==> src/rtl/rv_ctrl_pkg.sv <==
`default_nettype none
// ============================================================================
// Module   : rv_ctrl_pkg
// Brief    : Shared opcodes, encodings and control bundle for RV32 decode.
// Revision : 1.0
// ============================================================================
package rv_ctrl_pkg;

    localparam logic [6:0] OP_LW    = 7'b0000011;
    localparam logic [6:0] OP_SW    = 7'b0100011;
    localparam logic [6:0] OP_R     = 7'b0110011;
    localparam logic [6:0] OP_I     = 7'b0010011;
    localparam logic [6:0] OP_B     = 7'b1100011;
    localparam logic [6:0] OP_JAL   = 7'b1101111;
    localparam logic [6:0] OP_JALR  = 7'b1100111;
    localparam logic [6:0] OP_LUI   = 7'b0110111;
    localparam logic [6:0] OP_AUIPC = 7'b0010111;

    localparam logic [6:0] FUNCT7_BASE = 7'b0000000;
    localparam logic [6:0] FUNCT7_ALT  = 7'b0100000;
    localparam logic [6:0] FUNCT7_M    = 7'b0000001;

    localparam logic [3:0] ALU_ADD = 4'b0000;
    localparam logic [3:0] ALU_SUB = 4'b1000;

    typedef enum logic [1:0] {
        RES_ALU = 2'b00,
        RES_MEM = 2'b01,
        RES_PC4 = 2'b10,
        RES_IMM = 2'b11
    } res_src_t;

    typedef struct packed {
        logic       regwrite;
        logic       memwrite;
        logic       jump;
        logic       jalr;
        logic       branch;
        logic       alu_src;
        logic       alu_a_pc;
        logic       muldiv;
        res_src_t   result_src;
        logic [3:0] alu_control;
        logic [2:0] branch_control;
    } ctrl_t;

endpackage
`default_nettype wire

==> src/rtl/control_pipe_alu_decode.sv <==
`default_nettype none
// ============================================================================
// Module   : alu_decode
// Brief    : Maps opcode/funct fields to the 4-bit ALU operation code.
// Revision : 1.0
// ============================================================================
module alu_decode
    import rv_ctrl_pkg::*;
(
    input  logic [2:0] funct3,
    input  logic       funct7b5,
    input  logic [6:0] opcode,
    output logic [3:0] alu_control
);

    logic w_f3_addsub;
    logic w_f3_shr;

    assign w_f3_addsub = (funct3 == 3'b000);
    assign w_f3_shr    = (funct3 == 3'b101);

    // Code is {alt, funct3}; alt selects SUB (R only) or SRA (R and I).
    always_comb begin
        alu_control = ALU_ADD;
        case (opcode)
            OP_R:    alu_control = {funct7b5 & (w_f3_addsub | w_f3_shr), funct3};
            OP_I:    alu_control = {funct7b5 & w_f3_shr, funct3};
            OP_B:    alu_control = ALU_SUB;
            default: alu_control = ALU_ADD;
        endcase
    end

endmodule
`default_nettype wire

==> src/rtl/control_pipe.sv <==
`default_nettype none
// ============================================================================
// Module   : control_pipe
// Brief    : RV32 D-stage decode with registered D->E control and M-op stall.
// Revision : 1.0
// ============================================================================
module control_pipe
    import rv_ctrl_pkg::*;
#(
    parameter bit ENABLE_M      = 1'b1,
    parameter bit ENABLE_UPPER  = 1'b1,
    parameter int MULDIV_CYCLES = 4
) (
    input  logic       clk,
    input  logic       rst_n,
    input  logic       valid_d,
    input  logic [6:0] opcode,
    input  logic [2:0] funct3,
    input  logic [6:0] funct7,
    input  logic       stall_e,
    input  logic       flush_e,
    output logic       stall_d,
    output logic       illegal_d,
    output logic       illegal_sticky,
    output logic       valid_e,
    output logic       regwrite_e,
    output logic       memwrite_e,
    output logic       jump_e,
    output logic       jalr_e,
    output logic       branch_e,
    output logic       alu_src_e,
    output logic       alu_a_pc_e,
    output logic       muldiv_e,
    output logic [1:0] result_src_e,
    output logic [3:0] alu_control_e,
    output logic [2:0] branch_control_e
);

    localparam int                c_CNT_W    = $clog2(MULDIV_CYCLES + 1);
    localparam logic [c_CNT_W-1:0] c_CNT_LOAD = c_CNT_W'(MULDIV_CYCLES - 1);

    logic [3:0]         w_alu_code;
    ctrl_t              w_dec;
    logic               w_illegal;
    ctrl_t              r_ctrl;
    logic               r_valid;
    logic               r_sticky;
    logic [c_CNT_W-1:0] r_cnt;

    alu_decode u_alu_decode (
        .funct3      (funct3),
        .funct7b5    (funct7[5]),
        .opcode      (opcode),
        .alu_control (w_alu_code)
    );

    always_comb begin
        w_dec             = '0;
        w_illegal         = 1'b0;
        w_dec.alu_control = ALU_ADD;
        case (opcode)
            OP_LW: begin
                w_dec.regwrite   = 1'b1;
                w_dec.alu_src    = 1'b1;
                w_dec.result_src = RES_MEM;
            end
            OP_SW: begin
                w_dec.alu_src  = 1'b1;
                w_dec.memwrite = 1'b1;
            end
            OP_R: begin
                if (funct7 == FUNCT7_M) begin
                    if (ENABLE_M) begin
                        w_dec.regwrite    = 1'b1;
                        w_dec.muldiv      = 1'b1;
                        w_dec.alu_control = {1'b1, funct3};
                    end else begin
                        w_illegal = 1'b1;
                    end
                end else if (funct7 == FUNCT7_BASE || funct7 == FUNCT7_ALT) begin
                    w_dec.regwrite    = 1'b1;
                    w_dec.alu_control = w_alu_code;
                end else begin
                    w_illegal = 1'b1;
                end
            end
            OP_I: begin
                w_dec.regwrite    = 1'b1;
                w_dec.alu_src     = 1'b1;
                w_dec.alu_control = w_alu_code;
            end
            OP_B: begin
                w_dec.branch         = 1'b1;
                w_dec.alu_control    = w_alu_code;
                w_dec.branch_control = funct3;
            end
            OP_JAL: begin
                w_dec.regwrite   = 1'b1;
                w_dec.result_src = RES_PC4;
                w_dec.jump       = 1'b1;
            end
            OP_JALR: begin
                w_dec.regwrite   = 1'b1;
                w_dec.alu_src    = 1'b1;
                w_dec.result_src = RES_PC4;
                w_dec.jump       = 1'b1;
                w_dec.jalr       = 1'b1;
            end
            OP_LUI: begin
                if (ENABLE_UPPER) begin
                    w_dec.regwrite   = 1'b1;
                    w_dec.result_src = RES_IMM;
                end else begin
                    w_illegal = 1'b1;
                end
            end
            OP_AUIPC: begin
                if (ENABLE_UPPER) begin
                    w_dec.regwrite = 1'b1;
                    w_dec.alu_src  = 1'b1;
                    w_dec.alu_a_pc = 1'b1;
                end else begin
                    w_illegal = 1'b1;
                end
            end
            default: w_illegal = 1'b1;
        endcase
        if (w_illegal) begin
            w_dec = '0;
        end
    end

    // Flush beats stall; an active M-op counter holds E until it drains.
    always_ff @(posedge clk or negedge rst_n) begin
        if (!rst_n) begin
            r_valid  <= 1'b0;
            r_ctrl   <= '0;
            r_cnt    <= '0;
            r_sticky <= 1'b0;
        end else if (flush_e) begin
            r_valid <= 1'b0;
            r_ctrl  <= '0;
            r_cnt   <= '0;
        end else if (stall_e) begin
            r_cnt <= r_cnt;
        end else if (r_cnt != '0) begin
            r_cnt <= r_cnt - c_CNT_W'(1);
        end else begin
            r_valid <= valid_d;
            r_ctrl  <= valid_d ? w_dec : '0;
            if (valid_d && w_dec.muldiv) begin
                r_cnt <= c_CNT_LOAD;
            end
            if (valid_d && w_illegal) begin
                r_sticky <= 1'b1;
            end
        end
    end

    assign stall_d          = (r_cnt != '0);
    assign illegal_d        = valid_d & w_illegal;
    assign illegal_sticky   = r_sticky;
    assign valid_e          = r_valid;
    assign regwrite_e       = r_ctrl.regwrite;
    assign memwrite_e       = r_ctrl.memwrite;
    assign jump_e           = r_ctrl.jump;
    assign jalr_e           = r_ctrl.jalr;
    assign branch_e         = r_ctrl.branch;
    assign alu_src_e        = r_ctrl.alu_src;
    assign alu_a_pc_e       = r_ctrl.alu_a_pc;
    assign muldiv_e         = r_ctrl.muldiv;
    assign result_src_e     = r_ctrl.result_src;
    assign alu_control_e    = r_ctrl.alu_control;
    assign branch_control_e = r_ctrl.branch_control;

endmodule
`default_nettype wire

==> config.mk <==
export PLATFORM = sky130hd
export DESIGN_NAME = control_pipe
export DESIGN_NICKNAME = d
export VERILOG_FILES = /design/src/rtl/rv_ctrl_pkg.sv /design/src/rtl/control_pipe_alu_decode.sv /design/src/rtl/control_pipe.sv
export SDC_FILE = /design/constraint.sdc
export NUM_CORES = 1
export LEC_CHECK = 0
export ABC_AREA = 1
export CAP_MARGIN = 40
export CORE_ASPECT_RATIO = 1.5
export CORE_MARGIN = 4
export CORE_UTILIZATION = 49
export CTS_CLUSTER_DIAMETER = 30
export DETAILED_ROUTE_END_ITERATION = 7
export PLACE_DENSITY_LB_ADDON = 0.1
export SYNTH_ARGS = -nofsm -noshare
export SYNTH_HDL_FRONTEND = slang
export SYNTH_SLANG_ARGS = --single-unit
==> constraint.sdc <==
create_clock -name clk -period 3 [get_ports clk]
set_input_delay 0.6 -clock clk [delete_from_list [all_inputs] [get_ports clk]]
set_output_delay 0.6 -clock clk [all_outputs]
set_load 0.02 [all_outputs]
==> impl_metrics.toml <==
[clock_tree]
clk_latency_ps = 260
cts-hold-fix-buffers = 0
clock_tree.root_cell = "sky130_fd_sc_hd__clkbuf_8"
htree_levels = 1
cts.reportedPaths.clkPinSlew_ps = 70
cts_sinks = 22
cts.repair_timing.setup_buffer_count = 0
tritoncts = "done"
cts_inserted_buffers = 3
cts_buffer_depth = 2
cts_resized = 1

[floorplan]
placement_rows = 23
chipWidth_um = 51.04
die_h_um = 72.56
die-area_um2 = 3703
io_pins = 43
floorplan.initialDensity_pct = 50.86
design.core.area_um2 = 2676

[global_route]
grt_usage_pct = 20.07
pin_count_of_the_biggest_net_entering_global_routing = 23
grt_pass1_vias = 1323
grt-ovfl-total = 0
antenna_found_initial = 0
grt_first_pass_wirelength_um = 5685

[worst_setup_path]
max_stage_delay_ps = 510
critPathCapture = "illegal_d"
worstSetupStartpoint = "opcode[6]"
cp_data_arrival_time_ps = 2220
criticalPathCategory = "in -> out"
crit_start_category = "primary input"
worst-r2r-cell-count = 10
timing.rr.end = "result_src_e[1]"
path_delay_family = "buffers and inverters"
timing.rr.start = "r_cnt[0]"
critical_path_cell_count = 8
crit_path_cell_trace = "clkdlybuf4s50_1 > nor2_4 > nand2_1 > a21oi_1 > nor2_2 > a21oi_1 > nor2_1 > dlygate4sd2_1"
r2r_setup_slack_ps = 1340
slowest_library_cell_on_the_worst_path = "sky130_fd_sc_hd__clkdlybuf4s50_1"
timing.critical_path.to_type = "output pin"
worst-path-buf-inv = 2
timing.critical_path.mode_cell = "sky130_fd_sc_hd__a21oi_1"
worst-path-max-fanout = 4
critical_path_required_ps = 2400

[timing]
hold_viol = 0
max_slew.worst_pin.slew_ps = 335.6
worst_slew_slack_as_a_fraction_of_its_limit_pct = 77.50
worst_clock_skew_ps = 5.900
final-setup-viol-count = 0
final_period_minus_worst_setup_slack_ps = 2821
post-route-period-util_pct = 94.05
fmaxAchievable_mhz = 354.4
slew_violations = 0
unrepaired_setup_endpoints_after_global_routing = "no"

[pwr]
p_leak_nw = 0.9948
max-vdd-ir-drop_mv = 0.3783
cellPowerDensity_nw_per_um2 = 377.6
total_power_mw = 0.7469

[detailed_routing]
first_pass_iteration_count_of_the_detailed_router = 4
detail_route.iter0.violations = 16
drt_wl_total_um = 3460
wl_per_cell_um = 12.45
drcViolationCount = 0
vias_per_cell = 4.924
num_vias = 1369
antenna_violating_nets_post_route = 0

[place]
dp_hpwl_um = 2954
io_buffer_count = 42
place.gp.congestion = 0.9039
place_inst = 275

[outcome]
outcome = "complete, no violations"

[worst_hold_path]
worstHoldPathType = "reg -> reg"

[finish]
net_count_of_the_finished_layout = 267
synthToLayoutAreaGrowth_pct = 45.31
drive_above_1_share_pct = 19.09
antennaDiodeCount = 0
final-instance-count-excl-fill = 278
n_fill_cell = 232

[synthesis]
register_bit_total_from_synthesis = 22
syn-instance-count = 182
synth_area_per_inst_um2 = 7.480
synth_cell_types = 28
synth.yosys.warnings = 0
synth.yosys.seq_area_share_pct = 40.44
synth_fp_nets = 206
netlist_area_um2 = 1361

[flow_run]
max_cap_violations = 0
-- cells by family (layout without fill, tap and decap cells) --
logic type                 after synthesis  count (layout)  share of synthesized area, %
and+or+nand+nor                        111             111                         41.36
AOI/OAI and AO/OA                       20              20                         8.732
buffers and inverters                   27              86                         7.629
adders and majority gates                2               2                         1.838
DFF                                     22              22                         40.44
-- registers in the layout, summed over array words and instances, names as in the netlist --
name	cells
muldiv_e	1
branch_e	1
result_src_e	2
alu_src_e	1
valid_e	1
regwrite_e	1
jump_e	1
branch_control_e	3
alu_a_pc_e	1
jalr_e	1
memwrite_e	1
r_cnt	3
alu_control_e	4
illegal_sticky	1
-- tightest hold or removal path, cell delays in order, from the launching register on --
cell	delay, ps
sky130_fd_sc_hd__dfrtp_1	350
sky130_fd_sc_hd__inv_1	40
sky130_fd_sc_hd__nand2_1	50
-- worst min path at each step --
| stage | from | to | slack [ps] | cells after the start |
|---|---|---|---|---|
| after floorplan | rst_n | alu_a_pc_e | 300 | 0 |
| after global placement | illegal_sticky | illegal_sticky | 450 | 2 |
| after detailed placement | illegal_sticky | illegal_sticky | 450 | 2 |
| after CTS | illegal_sticky | illegal_sticky | 470 | 2 |
| after global routing | illegal_sticky | illegal_sticky | 520 | 2 |
| final | illegal_sticky | illegal_sticky | 470 | 2 |
-- cell usage in the layout (no fill, tap or decap), types with 3 or more instances in the layout --
| cell | instances |
|---|---|
| sky130_fd_sc_hd__dfrtp_1 | 22 |
| sky130_fd_sc_hd__inv_1 | 18 |
| sky130_fd_sc_hd__nand2_2 | 4 |
| sky130_fd_sc_hd__clkdlybuf4s50_1 | 41 |
| sky130_fd_sc_hd__a21oi_1 | 4 |
| sky130_fd_sc_hd__nand2_1 | 56 |
| sky130_fd_sc_hd__clkbuf_8 | 3 |
| sky130_fd_sc_hd__nand3_1 | 9 |
| sky130_fd_sc_hd__nor2_1 | 14 |
| sky130_fd_sc_hd__nand4_1 | 11 |
| sky130_fd_sc_hd__o21ai_0 | 6 |
| sky130_fd_sc_hd__nor2_4 | 4 |
| sky130_fd_sc_hd__o21ai_1 | 4 |
| sky130_fd_sc_hd__buf_4 | 16 |
| sky130_fd_sc_hd__inv_2 | 7 |
-- where the power goes --
part / internal, mW / switching, mW / leakage, nW / total (mW)
sequential: 0.314 / 0.0138 / 0.298 / 0.328
clock: 0.0894 / 0.0866 / 0.0216 / 0.176
combinational: 0.104 / 0.139 / 0.675 / 0.243
-- final cells by class --
cell class              instances  area (µm²)  share of cell area [%]
multi-input cells             133       706.9                   35.74
inverters                      25       93.84                   4.744
clock buffers                   3       41.29                   2.087
well taps                      37       46.29                   2.340
flip-flops and latches         22       550.5                   27.83
repair buffers                 58       539.3                   27.26
-- layer usage --
| metal | vias to the layer above | share of wire, % | track usage, % |
|---|---|---|---|
| li1 | 707 | - | - |
| met1 | 621 | 40 | 22.54 |
| met2 | 35 | 52 | 35.72 |
| met3 | 6 | 5.3 | 3.491 |
| met4 | 0 | 2.3 | 9.880 |
| met5 | - | 0 | 0 |
-- cells in the mapped netlist (all sizes together) --
| cell type | instances | area [µm²] |
|---|---|---|
| a21oi | 5 | 28.78 |
| buf | 2 | 10.01 |
| dfrtp | 22 | 550.5 |
| ha | 2 | 25.02 |
| inv | 25 | 93.84 |
| nand2 | 62 | 257.7 |
| nand3 | 11 | 65.06 |
| nand3b | 1 | 7.510 |
| nand4 | 11 | 68.82 |
| nor2 | 21 | 130.1 |
| nor3 | 2 | 15.01 |
| o21ai | 11 | 58.81 |
| o21bai | 2 | 15.01 |
| o31ai | 1 | 7.510 |
| o41ai | 1 | 8.760 |
| or2 | 2 | 12.51 |
| or3 | 1 | 6.260 |
-- through the flow --
step	cell area [µm²]	setup WS [ps]	hold WS [ps]	utilization [%]	setup TNS (ps)
global route	1978	42.04	515.0	73.91	0
floorplan	1361	908.8	304.4	-	0
global placement	1938	-80.81	450.0	72.42	-80.81
CTS	1978	169.4	468.8	73.91	0
detailed placement	1938	-67.56	449.9	72.42	-67.56
finish	1978	178.6	467.0	73.91	0
Power figures use the tool's default switching activity.
